File: src/rtl/mem_alloc_pkg.sv
// Shared configuration for the memory allocator: widths, IO window marker, FSM encodings
// and a small byte-lane helper.
package mem_alloc_pkg;

   localparam int unsigned WordWidth      = 32;
   localparam int unsigned AddrWidth      = 32;
   localparam int unsigned WordBytesWidth = 2;

   localparam logic TRUE  = 1'b1;
   localparam logic FALSE = 1'b0;
   localparam logic [WordWidth-1:0] ZERO = '0;

   // addr[17:16] value that selects the memory-mapped IO region
   localparam logic [1:0] IoHi = 2'b11;

   localparam logic [1:0] IDLE  = 2'd0;
   localparam logic [1:0] READ  = 2'd1;
   localparam logic [1:0] WRITE = 2'd2;

   typedef enum logic {
      SrcIf  = 1'b0,
      SrcLsb = 1'b1
   } src_e;

   function automatic logic [7:0] byte_sel(input logic [WordWidth-1:0] w,
                                           input logic [WordBytesWidth-1:0] idx);
      return w[8*idx +: 8];
   endfunction

endpackage

File: src/rtl/mem_alloc_if.sv
// Requester handshakes (fetch, LSB read, LSB write) and the byte-wide RAM/IO bus.
interface mem_alloc_if
   import mem_alloc_pkg::*;
#(
   parameter int unsigned ADDR_W = AddrWidth,
   parameter int unsigned WORD_W = WordWidth
) ();

   logic              io_buffer_full_in;

   logic              if_to_alloc_r_en_in;
   logic [ADDR_W-1:0] if_r_a_in;
   logic              alloc_to_if_gr_out;
   logic              alloc_to_if_en_out;
   logic [WORD_W-1:0] if_d_out;

   logic              lsb_to_alloc_r_en_in;
   logic [1:0]        lsb_r_offset_in;
   logic [ADDR_W-1:0] lsb_r_a_in;
   logic              alloc_to_lsb_r_gr_out;
   logic              alloc_to_lsb_r_en_out;
   logic [WORD_W-1:0] lsb_d_out;

   logic              lsb_to_alloc_w_en_in;
   logic [1:0]        lsb_w_offset_in;
   logic [ADDR_W-1:0] lsb_w_a_in;
   logic [WORD_W-1:0] lsb_d_in;
   logic              alloc_to_lsb_w_gr_out;
   logic              alloc_to_lsb_w_en_out;

   logic [7:0]        mem_din_in;
   logic [7:0]        mem_dout_out;
   logic [ADDR_W-1:0] mem_a_out;
   logic              mem_wr_out;

   // Allocator side
   modport slave (
      input  io_buffer_full_in,
      input  if_to_alloc_r_en_in, if_r_a_in,
      output alloc_to_if_gr_out, alloc_to_if_en_out, if_d_out,
      input  lsb_to_alloc_r_en_in, lsb_r_offset_in, lsb_r_a_in,
      output alloc_to_lsb_r_gr_out, alloc_to_lsb_r_en_out, lsb_d_out,
      input  lsb_to_alloc_w_en_in, lsb_w_offset_in, lsb_w_a_in, lsb_d_in,
      output alloc_to_lsb_w_gr_out, alloc_to_lsb_w_en_out,
      input  mem_din_in,
      output mem_dout_out, mem_a_out, mem_wr_out
   );

   // Requester / RAM environment side
   modport master (
      output io_buffer_full_in,
      output if_to_alloc_r_en_in, if_r_a_in,
      input  alloc_to_if_gr_out, alloc_to_if_en_out, if_d_out,
      output lsb_to_alloc_r_en_in, lsb_r_offset_in, lsb_r_a_in,
      input  alloc_to_lsb_r_gr_out, alloc_to_lsb_r_en_out, lsb_d_out,
      output lsb_to_alloc_w_en_in, lsb_w_offset_in, lsb_w_a_in, lsb_d_in,
      input  alloc_to_lsb_w_gr_out, alloc_to_lsb_w_en_out,
      output mem_din_in,
      input  mem_dout_out, mem_a_out, mem_wr_out
   );

endinterface

File: src/rtl/mem_alloc.sv
// Memory allocator: arbitrates fetch / LSB read / LSB write and serializes each access
// byte by byte onto the RAM/IO bus, returning grant and done pulses.
module mem_alloc
   import mem_alloc_pkg::*;
#(
   parameter int unsigned ADDR_W = AddrWidth,
   parameter int unsigned WORD_W = WordWidth,
   parameter logic [1:0]  IO_HI  = IoHi
) (
   input  logic         clk_in,
   input  logic         rst_in,
   input  logic         rdy_in,
   input  logic         clear_branch_in,
   mem_alloc_if.slave   bus
);

   logic [1:0]                state_q;
   logic [ADDR_W-1:0]         addr_q;
   logic [WordBytesWidth-1:0] offset_q;
   logic [WordBytesWidth-1:0] cnt_q;
   src_e                      src_q;
   logic [WORD_W-1:0]         wdata_q;
   logic [WORD_W-1:0]         rbuf_q;
   logic                      wr_done_q;

   logic              acc_w, acc_r, acc_f;
   logic [WORD_W-1:0] rd_word;
   logic              io_stall;
   logic [ADDR_W-1:0] byte_addr;
   logic [ADDR_W-1:0] next_addr;

   // Priority picker: a flush only blocks speculative (read) requests
   always_comb begin
      acc_w = bus.lsb_to_alloc_w_en_in;
      acc_r = !acc_w && bus.lsb_to_alloc_r_en_in && !clear_branch_in;
      acc_f = !acc_w && !bus.lsb_to_alloc_r_en_in && bus.if_to_alloc_r_en_in &&
              !clear_branch_in;
   end

   always_comb begin
      rd_word                 = rbuf_q;
      rd_word[8*cnt_q +: 8]   = bus.mem_din_in;
      io_stall  = (addr_q[17:16] == IO_HI) && bus.io_buffer_full_in;
      byte_addr = addr_q + ADDR_W'(cnt_q);
      next_addr = byte_addr + ADDR_W'(1);
   end

   always_ff @(posedge clk_in or negedge rst_in) begin
      if (!rst_in) begin
         state_q                   <= IDLE;
         addr_q                    <= '0;
         offset_q                  <= '0;
         cnt_q                     <= '0;
         src_q                     <= SrcIf;
         wdata_q                   <= ZERO;
         rbuf_q                    <= ZERO;
         wr_done_q                 <= FALSE;
         bus.alloc_to_if_gr_out    <= FALSE;
         bus.alloc_to_if_en_out    <= FALSE;
         bus.if_d_out              <= ZERO;
         bus.alloc_to_lsb_r_gr_out <= FALSE;
         bus.alloc_to_lsb_r_en_out <= FALSE;
         bus.lsb_d_out             <= ZERO;
         bus.alloc_to_lsb_w_gr_out <= FALSE;
         bus.alloc_to_lsb_w_en_out <= FALSE;
         bus.mem_dout_out          <= '0;
         bus.mem_a_out             <= '0;
         bus.mem_wr_out            <= FALSE;
      end else if (rdy_in) begin
         bus.alloc_to_if_gr_out    <= FALSE;
         bus.alloc_to_if_en_out    <= FALSE;
         bus.alloc_to_lsb_r_gr_out <= FALSE;
         bus.alloc_to_lsb_r_en_out <= FALSE;
         bus.alloc_to_lsb_w_gr_out <= FALSE;
         bus.alloc_to_lsb_w_en_out <= FALSE;
         bus.mem_wr_out            <= FALSE;
         case (state_q)
            IDLE: begin
               bus.mem_a_out <= '0;
               cnt_q         <= '0;
               rbuf_q        <= ZERO;
               wr_done_q     <= FALSE;
               if (acc_w) begin
                  bus.alloc_to_lsb_w_gr_out <= TRUE;
                  state_q  <= WRITE;
                  src_q    <= SrcLsb;
                  addr_q   <= bus.lsb_w_a_in;
                  offset_q <= bus.lsb_w_offset_in;
                  wdata_q  <= bus.lsb_d_in;
               end else if (acc_r) begin
                  bus.alloc_to_lsb_r_gr_out <= TRUE;
                  state_q       <= READ;
                  src_q         <= SrcLsb;
                  addr_q        <= bus.lsb_r_a_in;
                  offset_q      <= bus.lsb_r_offset_in;
                  bus.mem_a_out <= bus.lsb_r_a_in;
               end else if (acc_f) begin
                  bus.alloc_to_if_gr_out <= TRUE;
                  state_q       <= READ;
                  src_q         <= SrcIf;
                  addr_q        <= bus.if_r_a_in;
                  offset_q      <= 2'd3;
                  bus.mem_a_out <= bus.if_r_a_in;
               end
            end

            READ: begin
               if (clear_branch_in) begin
                  state_q       <= IDLE;
                  bus.mem_a_out <= '0;
               end else begin
                  rbuf_q <= rd_word;
                  if (cnt_q == offset_q) begin
                     if (src_q == SrcIf) begin
                        bus.alloc_to_if_en_out <= TRUE;
                        bus.if_d_out           <= rd_word;
                     end else begin
                        bus.alloc_to_lsb_r_en_out <= TRUE;
                        bus.lsb_d_out             <= rd_word;
                     end
                     state_q       <= IDLE;
                     bus.mem_a_out <= '0;
                  end else begin
                     cnt_q         <= cnt_q + 2'd1;
                     bus.mem_a_out <= next_addr;
                  end
               end
            end

            WRITE: begin
               if (wr_done_q) begin
                  bus.alloc_to_lsb_w_en_out <= TRUE;
                  state_q          <= IDLE;
                  bus.mem_a_out    <= '0;
                  bus.mem_dout_out <= '0;
               end else begin
                  bus.mem_a_out <= byte_addr;
                  // A full IO sink holds cnt so the same byte is retried
                  if (!io_stall) begin
                     bus.mem_dout_out <= byte_sel(wdata_q, cnt_q);
                     bus.mem_wr_out   <= TRUE;
                     if (cnt_q == offset_q) begin
                        wr_done_q <= TRUE;
                     end else begin
                        cnt_q <= cnt_q + 2'd1;
                     end
                  end
               end
            end

            default: state_q <= IDLE;
         endcase
      end
   end

endmodule

File: src/flat_wrapper.sv
// flat-port wrapper written by rule: the top's interface ports become plain ports
module mem_alloc_flat import mem_alloc_pkg::*;
#(
   parameter int unsigned ADDR_W = AddrWidth,
   parameter int unsigned WORD_W = WordWidth,
   parameter logic [1:0]  IO_HI  = IoHi
)
  (clk_in, rst_in, rdy_in, clear_branch_in, bus_io_buffer_full_in, bus_if_to_alloc_r_en_in, bus_if_r_a_in, bus_alloc_to_if_gr_out, bus_alloc_to_if_en_out, bus_if_d_out, bus_lsb_to_alloc_r_en_in, bus_lsb_r_offset_in, bus_lsb_r_a_in, bus_alloc_to_lsb_r_gr_out, bus_alloc_to_lsb_r_en_out, bus_lsb_d_out, bus_lsb_to_alloc_w_en_in, bus_lsb_w_offset_in, bus_lsb_w_a_in, bus_lsb_d_in, bus_alloc_to_lsb_w_gr_out, bus_alloc_to_lsb_w_en_out, bus_mem_din_in, bus_mem_dout_out, bus_mem_a_out, bus_mem_wr_out);
  mem_alloc_if #(.ADDR_W(ADDR_W), .WORD_W(WORD_W)) bus_i ();
  input  logic clk_in;
  input  logic rst_in;
  input  logic rdy_in;
  input  logic clear_branch_in;
  input wire logic [$bits(bus_i.io_buffer_full_in)-1:0] bus_io_buffer_full_in;
  input wire logic [$bits(bus_i.if_to_alloc_r_en_in)-1:0] bus_if_to_alloc_r_en_in;
  input wire logic [$bits(bus_i.if_r_a_in)-1:0] bus_if_r_a_in;
  output wire logic [$bits(bus_i.alloc_to_if_gr_out)-1:0] bus_alloc_to_if_gr_out;
  output wire logic [$bits(bus_i.alloc_to_if_en_out)-1:0] bus_alloc_to_if_en_out;
  output wire logic [$bits(bus_i.if_d_out)-1:0] bus_if_d_out;
  input wire logic [$bits(bus_i.lsb_to_alloc_r_en_in)-1:0] bus_lsb_to_alloc_r_en_in;
  input wire logic [$bits(bus_i.lsb_r_offset_in)-1:0] bus_lsb_r_offset_in;
  input wire logic [$bits(bus_i.lsb_r_a_in)-1:0] bus_lsb_r_a_in;
  output wire logic [$bits(bus_i.alloc_to_lsb_r_gr_out)-1:0] bus_alloc_to_lsb_r_gr_out;
  output wire logic [$bits(bus_i.alloc_to_lsb_r_en_out)-1:0] bus_alloc_to_lsb_r_en_out;
  output wire logic [$bits(bus_i.lsb_d_out)-1:0] bus_lsb_d_out;
  input wire logic [$bits(bus_i.lsb_to_alloc_w_en_in)-1:0] bus_lsb_to_alloc_w_en_in;
  input wire logic [$bits(bus_i.lsb_w_offset_in)-1:0] bus_lsb_w_offset_in;
  input wire logic [$bits(bus_i.lsb_w_a_in)-1:0] bus_lsb_w_a_in;
  input wire logic [$bits(bus_i.lsb_d_in)-1:0] bus_lsb_d_in;
  output wire logic [$bits(bus_i.alloc_to_lsb_w_gr_out)-1:0] bus_alloc_to_lsb_w_gr_out;
  output wire logic [$bits(bus_i.alloc_to_lsb_w_en_out)-1:0] bus_alloc_to_lsb_w_en_out;
  input wire logic [$bits(bus_i.mem_din_in)-1:0] bus_mem_din_in;
  output wire logic [$bits(bus_i.mem_dout_out)-1:0] bus_mem_dout_out;
  output wire logic [$bits(bus_i.mem_a_out)-1:0] bus_mem_a_out;
  output wire logic [$bits(bus_i.mem_wr_out)-1:0] bus_mem_wr_out;
  assign bus_i.io_buffer_full_in = bus_io_buffer_full_in;
  assign bus_i.if_to_alloc_r_en_in = bus_if_to_alloc_r_en_in;
  assign bus_i.if_r_a_in = bus_if_r_a_in;
  assign bus_alloc_to_if_gr_out = bus_i.alloc_to_if_gr_out;
  assign bus_alloc_to_if_en_out = bus_i.alloc_to_if_en_out;
  assign bus_if_d_out = bus_i.if_d_out;
  assign bus_i.lsb_to_alloc_r_en_in = bus_lsb_to_alloc_r_en_in;
  assign bus_i.lsb_r_offset_in = bus_lsb_r_offset_in;
  assign bus_i.lsb_r_a_in = bus_lsb_r_a_in;
  assign bus_alloc_to_lsb_r_gr_out = bus_i.alloc_to_lsb_r_gr_out;
  assign bus_alloc_to_lsb_r_en_out = bus_i.alloc_to_lsb_r_en_out;
  assign bus_lsb_d_out = bus_i.lsb_d_out;
  assign bus_i.lsb_to_alloc_w_en_in = bus_lsb_to_alloc_w_en_in;
  assign bus_i.lsb_w_offset_in = bus_lsb_w_offset_in;
  assign bus_i.lsb_w_a_in = bus_lsb_w_a_in;
  assign bus_i.lsb_d_in = bus_lsb_d_in;
  assign bus_alloc_to_lsb_w_gr_out = bus_i.alloc_to_lsb_w_gr_out;
  assign bus_alloc_to_lsb_w_en_out = bus_i.alloc_to_lsb_w_en_out;
  assign bus_i.mem_din_in = bus_mem_din_in;
  assign bus_mem_dout_out = bus_i.mem_dout_out;
  assign bus_mem_a_out = bus_i.mem_a_out;
  assign bus_mem_wr_out = bus_i.mem_wr_out;
  mem_alloc #(.ADDR_W(ADDR_W), .WORD_W(WORD_W), .IO_HI(IO_HI)) u_core (.clk_in(clk_in), .rst_in(rst_in), .rdy_in(rdy_in), .clear_branch_in(clear_branch_in), .bus(bus_i));
endmodule
File: config.mk
export PLATFORM = sky130hd
export DESIGN_NAME = mem_alloc_flat
export DESIGN_NICKNAME = d
export VERILOG_FILES = /design/src/rtl/mem_alloc_pkg.sv /design/src/rtl/mem_alloc_if.sv /design/src/rtl/mem_alloc.sv /design/src/flat_wrapper.sv
export SDC_FILE = /design/constraint.sdc
export NUM_CORES = 1
export LEC_CHECK = 0
export ABC_AREA = 1
export BUFFER_PORTS_ARGS = -buffer_cell sky130_fd_sc_hd__buf_4
export CAP_MARGIN = 20
export CORE_MARGIN = 2
export CORE_UTILIZATION = 46
export DETAILED_ROUTE_END_ITERATION = 7
export PLACE_DENSITY = 0.66
export SLEW_MARGIN = 20
export SYNTH_ARGS = -nofsm -noshare
export SYNTH_HDL_FRONTEND = slang
export SYNTH_SLANG_ARGS = --single-unit
File: constraint.sdc
create_clock -name clk_in -period 3.06 [get_ports clk_in]
set_input_delay 0.153 -clock clk_in [delete_from_list [all_inputs] [get_ports clk_in]]
set_output_delay 0.153 -clock clk_in [all_outputs]
set_load 0.01 [all_outputs]
After elaboration in Yosys (flattened, before gate mapping)
Cells that the tools add are included.
- word-level logic and storage cells: 122
- register bits after elaboration: 215
- output and inout bits: 111
- shifts and indexed selects: 3
- $add $sub $neg: 4
- bitwise logic cells: 2
- reductions and logical operators: 24
- equal/unequal tests: 11
- mux-type cells: 59
- operators with widths (kind ; count):
    $mux 32 ; 10
    $pmux 32 s3 ; 1
    $pmux 32 s2 ; 1
    $neg 5->34 ; 1
    $shift 8x34->32 const A ; 1
    $shiftx 8x34->32 ; 1
    $add 32x1->32 const B ; 1
    $add 32x2->32 ; 1
    $bwmux 32 ; 1
    $shiftx 32x6->8 ; 1
    $mux 1 ; 28
    $mux 2 ; 13
    $mux 8 ; 2
    $reduce_and 5->1 ; 3
    $pmux 2 s3 ; 2
    $reduce_and 3->1 ; 4
    $logic_and 1x1->1 ; 6
    $ne 2x2->1 const B ; 3
    $reduce_bool 3->1 ; 2
    $eq 2x2->1 const B ; 2
    $ne 2x1->1 const B ; 2
    $ne 4x2->1 const B ; 1
    $reduce_and 2->1 ; 2
    $reduce_and 4->1 ; 1
    other kinds (9) ; 13

Longest topological paths before layout
- word-level depth: 8
- gate-level depth with buffers: 19

Worst setup path before layout
Ideal clock, no wire load.
- kind: reg-to-reg
- start: register u_core.cnt_q[0]
- end: register u_core.bus.mem_a_out[18]
- stages on the path, launching flop included: 17
- arrival time: 2.520 ns
- data required time: 2.938 ns
- buffers on the path: 0
- slack: 0.417 ns
- cells stage by stage: dfrtp_1 ha_1 fa_1 ha_1 inv_1 nor2_1 nand3_1 nor2_1 nand2_1 nor2_2 nand2_1 nor2_2 nand2_1 o21ai_1 o21ai_0 nand3_1 a21oi_1
- word-level cells in the longest chain between the ends: 5
- elaborated cells on any way between the ends: 7
- classes of those cells: add/sub: 2; eq/ne: 1; mux: 4
- RTL lines (element ; RTL line ; source):
    from (decl) ; mem_alloc.sv:20 ; logic [WordBytesWidth-1:0] cnt_q;
    from (signal assigned) ; mem_alloc.sv:124 ; cnt_q <= cnt_q + 2'd1;
    from (signal assigned) ; mem_alloc.sv:145 ; cnt_q <= cnt_q + 2'd1;
    $add 32x2->32 ; mem_alloc.sv:44 ; byte_addr = addr_q + ADDR_W'(cnt_q);
    $add 32x1->32 ; mem_alloc.sv:45 ; next_addr = byte_addr + ADDR_W'(1);
    $mux 32 ; mem_alloc.sv:113 ; if (cnt_q == offset_q) begin
    $mux 32 ; mem_alloc.sv:108 ; if (clear_branch_in) begin
    $pmux 32 s3 (*) ; mem_alloc.sv:77 ; case (state_q)
    to (signal assigned) ; mem_alloc.sv:96 ; bus.mem_a_out <= bus.lsb_r_a_in;
    to (signal assigned) ; mem_alloc.sv:103 ; bus.mem_a_out <= bus.if_r_a_in;
    to (signal assigned) ; mem_alloc.sv:125 ; bus.mem_a_out <= next_addr;
    to (decl) ; mem_alloc_if.sv:46 ; output mem_dout_out, mem_a_out, mem_wr_out
Mark *: on every way between the ends. The rest lies on a longest branch, timed or not.
A chain may end at the register's enable or synchronous reset.

Final worst setup path
- start: register u_core.addr_q[0]
- end: register u_core.bus.mem_a_out[18]
- word-level cells in the longest chain between the ends: 5
- elaborated cells on any way between the ends: 6
- classes of those cells: add/sub: 2; mux: 4
- RTL lines (element ; RTL line ; source):
    from (decl) ; mem_alloc.sv:18 ; logic [ADDR_W-1:0] addr_q;
    from (signal assigned) ; mem_alloc.sv:87 ; addr_q <= bus.lsb_w_a_in;
    from (signal assigned) ; mem_alloc.sv:94 ; addr_q <= bus.lsb_r_a_in;
    from (signal assigned) ; mem_alloc.sv:101 ; addr_q <= bus.if_r_a_in;
    $add 32x2->32 (*) ; mem_alloc.sv:44 ;
    $add 32x1->32 ; mem_alloc.sv:45 ;
    $mux 32 ; mem_alloc.sv:113 ;
    $mux 32 ; mem_alloc.sv:108 ;
    $pmux 32 s3 (*) ; mem_alloc.sv:77 ;
Marked as above.

==> impl_results.html <==
<table>
<tr><th>Metric</th><th>Value</th></tr>
<tr><th colspan="2">Run status</th></tr>
<tr><td>Run status</td><td>finished with violations</td></tr>
<tr><td>Failing checks</td><td>design-rule violations</td></tr>
<tr><th colspan="2">Clocking</th></tr>
<tr><td>Clk root buf</td><td>sky130_fd_sc_hd__clkbuf_16</td></tr>
<tr><td>Skew-Pair Late Insertion Delay</td><td>550 ps</td></tr>
<tr><td>Maximum clock path buffer count</td><td>3</td></tr>
<tr><td>TritonCTS clock tree</td><td>built</td></tr>
<tr><td>Deepest level of the CTS H-tree</td><td>1</td></tr>
<tr><td>Clock-pin transition on the worst setup and hold timing paths</td><td>60 ps</td></tr>
<tr><td>Number of buffers inserted during clock tree synthesis</td><td>25</td></tr>
<tr><td>Clk sink count</td><td>215</td></tr>
<tr><th colspan="2">Pwr</th></tr>
<tr><td>Combinational Power Share</td><td>0.439</td></tr>
<tr><td>PD cells</td><td>874 nW/um2</td></tr>
<tr><td>Peak VDD IR</td><td>583 uV</td></tr>
<tr><td>Internal Power</td><td>0.00830 W</td></tr>
<tr><td>Part of the total power dissipated in sequential elements</td><td>0.339</td></tr>
<tr><td>Clock Power Share</td><td>0.223</td></tr>
<tr><td>Sw power</td><td>0.00587 W</td></tr>
<tr><td>Leakage power</td><td>7.65 nW</td></tr>
<tr><td>Switching share of power</td><td>0.414</td></tr>
<tr><th colspan="2">Critical path</th></tr>
<tr><td>Worst Reg2Reg Path Length in Cells</td><td>16</td></tr>
<tr><td>End of the worst register-to-register path</td><td>u_core.bus.mem_a_out[18]</td></tr>
<tr><td>R2r setup slk</td><td>210 ps</td></tr>
<tr><td>Cells along the critical path</td><td>ha_1 -&gt; fa_2 -&gt; ha_1 -&gt; inv_1 -&gt; nor2_2 -&gt; nand3_1 -&gt; nor2_1 -&gt; nand2_1 -&gt; nor2_4 -&gt; nand2_2 -&gt; nor2_4 -&gt; nand2_1 -&gt; o21ai_1 -&gt; o21ai_0 -&gt; nand3_1 -&gt; a21oi_1</td></tr>
<tr><td>Critical Path Max Stage Delay</td><td>560 ps</td></tr>
<tr><td>Instance count on the critical path</td><td>16</td></tr>
<tr><td>Start point of the critical path</td><td>u_core.addr_q[0]</td></tr>
<tr><td>Kind of capture point of the worst setup path</td><td>register</td></tr>
<tr><td>Critical path data arrival time</td><td>3280 ps</td></tr>
<tr><td>Kind of critical path</td><td>register to register</td></tr>
<tr><td>CP delay by family, top</td><td>simple AND/OR/NAND/NOR gates</td></tr>
<tr><td>Worst-path maximum fanout</td><td>4</td></tr>
<tr><td>Worst setup SP type</td><td>register</td></tr>
<tr><td>Required time of the critical path</td><td>3490 ps</td></tr>
<tr><td>Worst R2R Start</td><td>u_core.addr_q[0]</td></tr>
<tr><td>Crit path buffers/inverters</td><td>1</td></tr>
<tr><td>Capturing instance or port of the critical path</td><td>u_core.bus.mem_a_out[18]</td></tr>
<tr><td>Library cell contributing the largest single delay on the critical path</td><td>sky130_fd_sc_hd__fa_2</td></tr>
<tr><th colspan="2">Die</th></tr>
<tr><td>Number of placement rows</td><td>59</td></tr>
<tr><td>Placeable core region</td><td>26100 um2</td></tr>
<tr><td>Number of top-level pins</td><td>259</td></tr>
<tr><td>Height of the chip</td><td>167 um</td></tr>
<tr><td>Horiz. Die Dim</td><td>167 um</td></tr>
<tr><td>Effective utilization at floorplan</td><td>0.469</td></tr>
<tr><td>Die Outline Area</td><td>28000 um2</td></tr>
<tr><th colspan="2">STA</th></tr>
<tr><td>Final max-slew violation count</td><td>0</td></tr>
<tr><td>Largest clock skew in the final design</td><td>16.7 ps</td></tr>
<tr><td>Final setup violation count</td><td>0</td></tr>
<tr><td>Period utilisation layout</td><td>0.932</td></tr>
<tr><td>Setup repair after global routing missed its margin</td><td>true</td></tr>
<tr><td>Tightest Pin Transition</td><td>844 ps</td></tr>
<tr><td>Final Hold Viols</td><td>0</td></tr>
<tr><td>Setup slack of the critical path after layout</td><td>209 ps</td></tr>
<tr><td>Tightest hold margin</td><td>10.4 ps</td></tr>
<tr><td>Maximum frequency from static timing analysis</td><td>351 MHz</td></tr>
<tr><td>Max-slew headroom</td><td>0.438</td></tr>
<tr><td>Final critical-path required period</td><td>2850 ps</td></tr>
<tr><th colspan="2">Layout</th></tr>
<tr><td>Synthesis-to-layout area growth</td><td>32.1%</td></tr>
<tr><td>Final design instance area without fill</td><td>16200 um2</td></tr>
<tr><td>Antenna diode count</td><td>0</td></tr>
<tr><td>Layout net count</td><td>2130</td></tr>
<tr><td>Fraction of final layout cells sized beyond drive strength 1</td><td>0.208</td></tr>
<tr><th colspan="2">Yosys</th></tr>
<tr><td>Synth async-reset ratio</td><td>1.00</td></tr>
<tr><td>Flops &amp; latches, synth</td><td>215</td></tr>
<tr><td>YS warnings</td><td>0</td></tr>
<tr><td>Proportion of synthesized chip area in sequential cells</td><td>0.439</td></tr>
<tr><td>Netlist cell types</td><td>39</td></tr>
<tr><td>Ys flop type</td><td>sky130_fd_sc_hd__dfrtp_1</td></tr>
<tr><td>Number of enable-type register cells in the synthesized netlist</td><td>0</td></tr>
<tr><td>Number of standard cells after synthesis</td><td>1660</td></tr>
<tr><td>Syn_nets</td><td>1821</td></tr>
<tr><td>Synthesized area per cell</td><td>7.39 um2</td></tr>
<tr><td>Netlist Area Pre-Place</td><td>12300 um2</td></tr>
<tr><th colspan="2">GRT</th></tr>
<tr><td>Largest net degree at the start of global routing</td><td>93</td></tr>
<tr><td>Wire length of the first global-routing pass</td><td>67200 um</td></tr>
<tr><td>Via count of the first global-routing pass</td><td>12100</td></tr>
<tr><td>Number of antenna violations at the first check in global routing</td><td>0</td></tr>
<tr><td>Final global-route overflow total</td><td>0</td></tr>
<tr><td>GRT Overall Usage</td><td>0.305</td></tr>
<tr><th colspan="2">Worst hold path</th></tr>
<tr><td>Hold_sp</td><td>bus_lsb_w_a_in[14]</td></tr>
<tr><td>Worst hold path type</td><td>primary input to register</td></tr>
<tr><th colspan="2">Route</th></tr>
<tr><td>First-iteration detailed-routing DRC count</td><td>1051</td></tr>
<tr><td>First-pass iteration count of the detailed router</td><td>7</td></tr>
<tr><td>Mean number of vias per cell</td><td>5.44</td></tr>
<tr><td>Final routed wire length divided by cell count</td><td>18.7 um</td></tr>
<tr><td>Remaining antenna violation count after routing</td><td>0</td></tr>
<tr><td>DRC violation count after routing</td><td>17</td></tr>
<tr><td>Vias after detailed routing</td><td>12600</td></tr>
<tr><td>Post-detailed-routing wire length</td><td>43400 um</td></tr>
<tr><th colspan="2">Placed design</th></tr>
<tr><td>Area of placed instances</td><td>14600 um2</td></tr>
<tr><td>Routability cong.</td><td>0.936</td></tr>
<tr><td>Minimum setup slack after placement</td><td>119 ps</td></tr>
<tr><td>Post-DP HPWL</td><td>31700 um</td></tr>
<tr><td>PortBufs</td><td>258</td></tr>
<tr><th colspan="2">Flow run</th></tr>
<tr><td>Count of max-cap constraint violations</td><td>0</td></tr>
</table>
==> power groups by stage <==
| stage | Sequential [W] | Combinational, W | Clock, W |
|---|---|---|---|
| after floorplan | 0.00490 | 0.00327 | 0 |
| after global placement | 0.00477 | 0.00590 | 0 |
| after detailed placement | 0.00480 | 0.00599 | 0 |
| after CTS | 0.00477 | 0.00611 | 0.00321 |
| after global routing | 0.00493 | 0.00681 | 0.00332 |
| final | 0.00480 | 0.00622 | 0.00315 |
==> through the flow <==
| step | util | instances | total power, W | TNS [ps] |
|---|---|---|---|---|
| finish | 0.620 | 2322 | 0.0142 | 0 |
| global placement | 0.559 | 2207 | 0.0107 | 0 |
| global route | 0.620 | 2322 | 0.0151 | -216 |
| CTS | 0.619 | 2322 | 0.0141 | 0 |
| detailed placement | 0.559 | 2207 | 0.0108 | 0 |
| floorplan | - | 1660 | 0.00817 | 0 |
==> final cells by class <==
cell class                 count  area [um2]
clock buffer                  34         719
clock inverter                11         151
fill                        2371        9930
inverter                     229         860
multi-input combinational   1140        5760
sequential                   215        5380
tap                          335         419
timing repair buffer         358        2910
==> how the worst min path moves through the flow <==
stage                              end  cells past startpoint  slack (ps)
2_1_floorplan         u_core.addr_q[0]                      0        -140
3_3_place_gp   u_core.bus.lsb_d_out[1]                      1         290
3_5_place_dp   u_core.bus.lsb_d_out[1]                      1         290
4_1_cts              u_core.addr_q[31]                      5           3
5_1_grt        u_core.bus.mem_a_out[0]                      5          40
6_report             u_core.addr_q[14]                      5          10
==> sequential cells by signal, indices dropped and copies added, names as in the netlist <==
name	flops
u_core.offset_q	2
u_core.bus.mem_a_out	32
u_core.bus.alloc_to_lsb_r_gr_out	1
u_core.bus.alloc_to_lsb_w_gr_out	1
u_core.src_q	1
u_core.bus.lsb_d_out	32
u_core.wr_done_q	1
u_core.bus.alloc_to_if_en_out	1
u_core.cnt_q	2
u_core.bus.alloc_to_lsb_w_en_out	1
u_core.state_q	2
u_core.bus.mem_dout_out	8
u_core.bus.if_d_out	32
u_core.bus.alloc_to_if_gr_out	1
u_core.bus.mem_wr_out	1
u_core.wdata_q	32
u_core.addr_q	32
u_core.rbuf_q	32
u_core.bus.alloc_to_lsb_r_en_out	1
==> cells in the mapped netlist (all sizes together), types with 2 or more instances <==
cell type | number | share of area
ha | 12 | 0.012
nand3 | 85 | 0.037
nor2 | 160 | 0.058
o221ai | 11 | 0.0079
a21oi | 67 | 0.028
nor3 | 4 | 0.0016
nand2 | 444 | 0.14
o21bai | 2 | 0.0012
inv | 225 | 0.069
a22oi | 5 | 0.0031
o22ai | 86 | 0.044
clkbuf | 63 | 0.019
nand4 | 7 | 0.0036
o211ai | 25 | 0.015
dfrtp | 215 | 0.44
clkinv | 4 | 0.0012
mux2 | 32 | 0.029
a41oi | 2 | 0.0014
o21ai | 183 | 0.075
and2 | 2 | 0.0010
buf | 13 | 0.0053
xnor2 | 3 | 0.0021
xor2 | 4 | 0.0029
==> metal layers <==
| layer | vias up | track usage | part of all wire |
|---|---|---|---|
| met2 | 498 | 0.485 | 0.46 |
| met3 | 86 | 0.0416 | 0.068 |
| li1 | 6029 | - | - |
| met5 | - | 0 | 0 |
| met1 | 6010 | 0.430 | 0.44 |
| met4 | 0 | 0.103 | 0.034 |
==> worst reg2reg max path, delay by kind of cell (launching register included) <==
family / cells / cell delay [ps]
buf+inv: 1 / 60
simple gates: 9 / 1070
compound gates: 3 / 270
fa+ha+maj: 3 / 940
flops: 1 / 390
==> placed cells by master (no fill, tap or decap), types with 2 or more instances in the layout <==
cell type	netlist	final
sky130_fd_sc_hd__o22ai_1	86	86
sky130_fd_sc_hd__nor2_4	12	14
sky130_fd_sc_hd__o211ai_1	25	25
sky130_fd_sc_hd__clkinv_1	4	6
sky130_fd_sc_hd__o221ai_1	11	11
sky130_fd_sc_hd__nor3_1	4	4
sky130_fd_sc_hd__inv_1	221	219
sky130_fd_sc_hd__nand3_1	79	79
sky130_fd_sc_hd__mux2_2	32	32
sky130_fd_sc_hd__nand2_2	10	13
sky130_fd_sc_hd__xor2_1	4	4
sky130_fd_sc_hd__xnor2_1	3	3
sky130_fd_sc_hd__nand3_2	6	5
sky130_fd_sc_hd__clkbuf_16	0	25
sky130_fd_sc_hd__a22oi_1	5	5
sky130_fd_sc_hd__buf_4	0	284
sky130_fd_sc_hd__inv_2	4	4
sky130_fd_sc_hd__a21oi_1	65	65
sky130_fd_sc_hd__nand2_1	433	430
sky130_fd_sc_hd__dlygate4sd3_1	0	70
sky130_fd_sc_hd__nor2_2	9	10
sky130_fd_sc_hd__clkinv_2	0	5
sky130_fd_sc_hd__clkbuf_8	0	7
sky130_fd_sc_hd__clkbuf_1	63	3
sky130_fd_sc_hd__ha_1	12	12
sky130_fd_sc_hd__a41oi_1	2	2
sky130_fd_sc_hd__o21ai_0	181	181
sky130_fd_sc_hd__dfrtp_1	215	215
sky130_fd_sc_hd__nor2_1	139	136
sky130_fd_sc_hd__buf_12	0	3
sky130_fd_sc_hd__o21bai_1	2	2
sky130_fd_sc_hd__nand4_1	7	7
sky130_fd_sc_hd__bufinv_16	0	3
sky130_fd_sc_hd__a21oi_2	2	2
sky130_fd_sc_hd__and2_1	2	2
==> logic make-up after synthesis <==
| group | after synthesis | share of synthesized area |
|---|---|---|
| compound gates | 385 | 0.178 |
| xor+xnor | 7 | 0.00500 |
| fa+ha+maj | 13 | 0.0139 |
| buf+inv | 305 | 0.0947 |
| flops | 215 | 0.439 |
| mux | 32 | 0.0294 |
| simple gates | 703 | 0.241 |
==> repair_timing <==
| item | 4_1_cts | 5_1_grt |
|---|---|---|
| endpoints found under the hold margin | 144 | 0 |
| hold buffers | 70 | 0 |
| setup buffers | 0 | 0 |
| endpoints found under the setup margin | 0 | 15 |
| gates resized for setup | 0 | 8 |
Note: power is estimated with default switching activity, not from simulation.
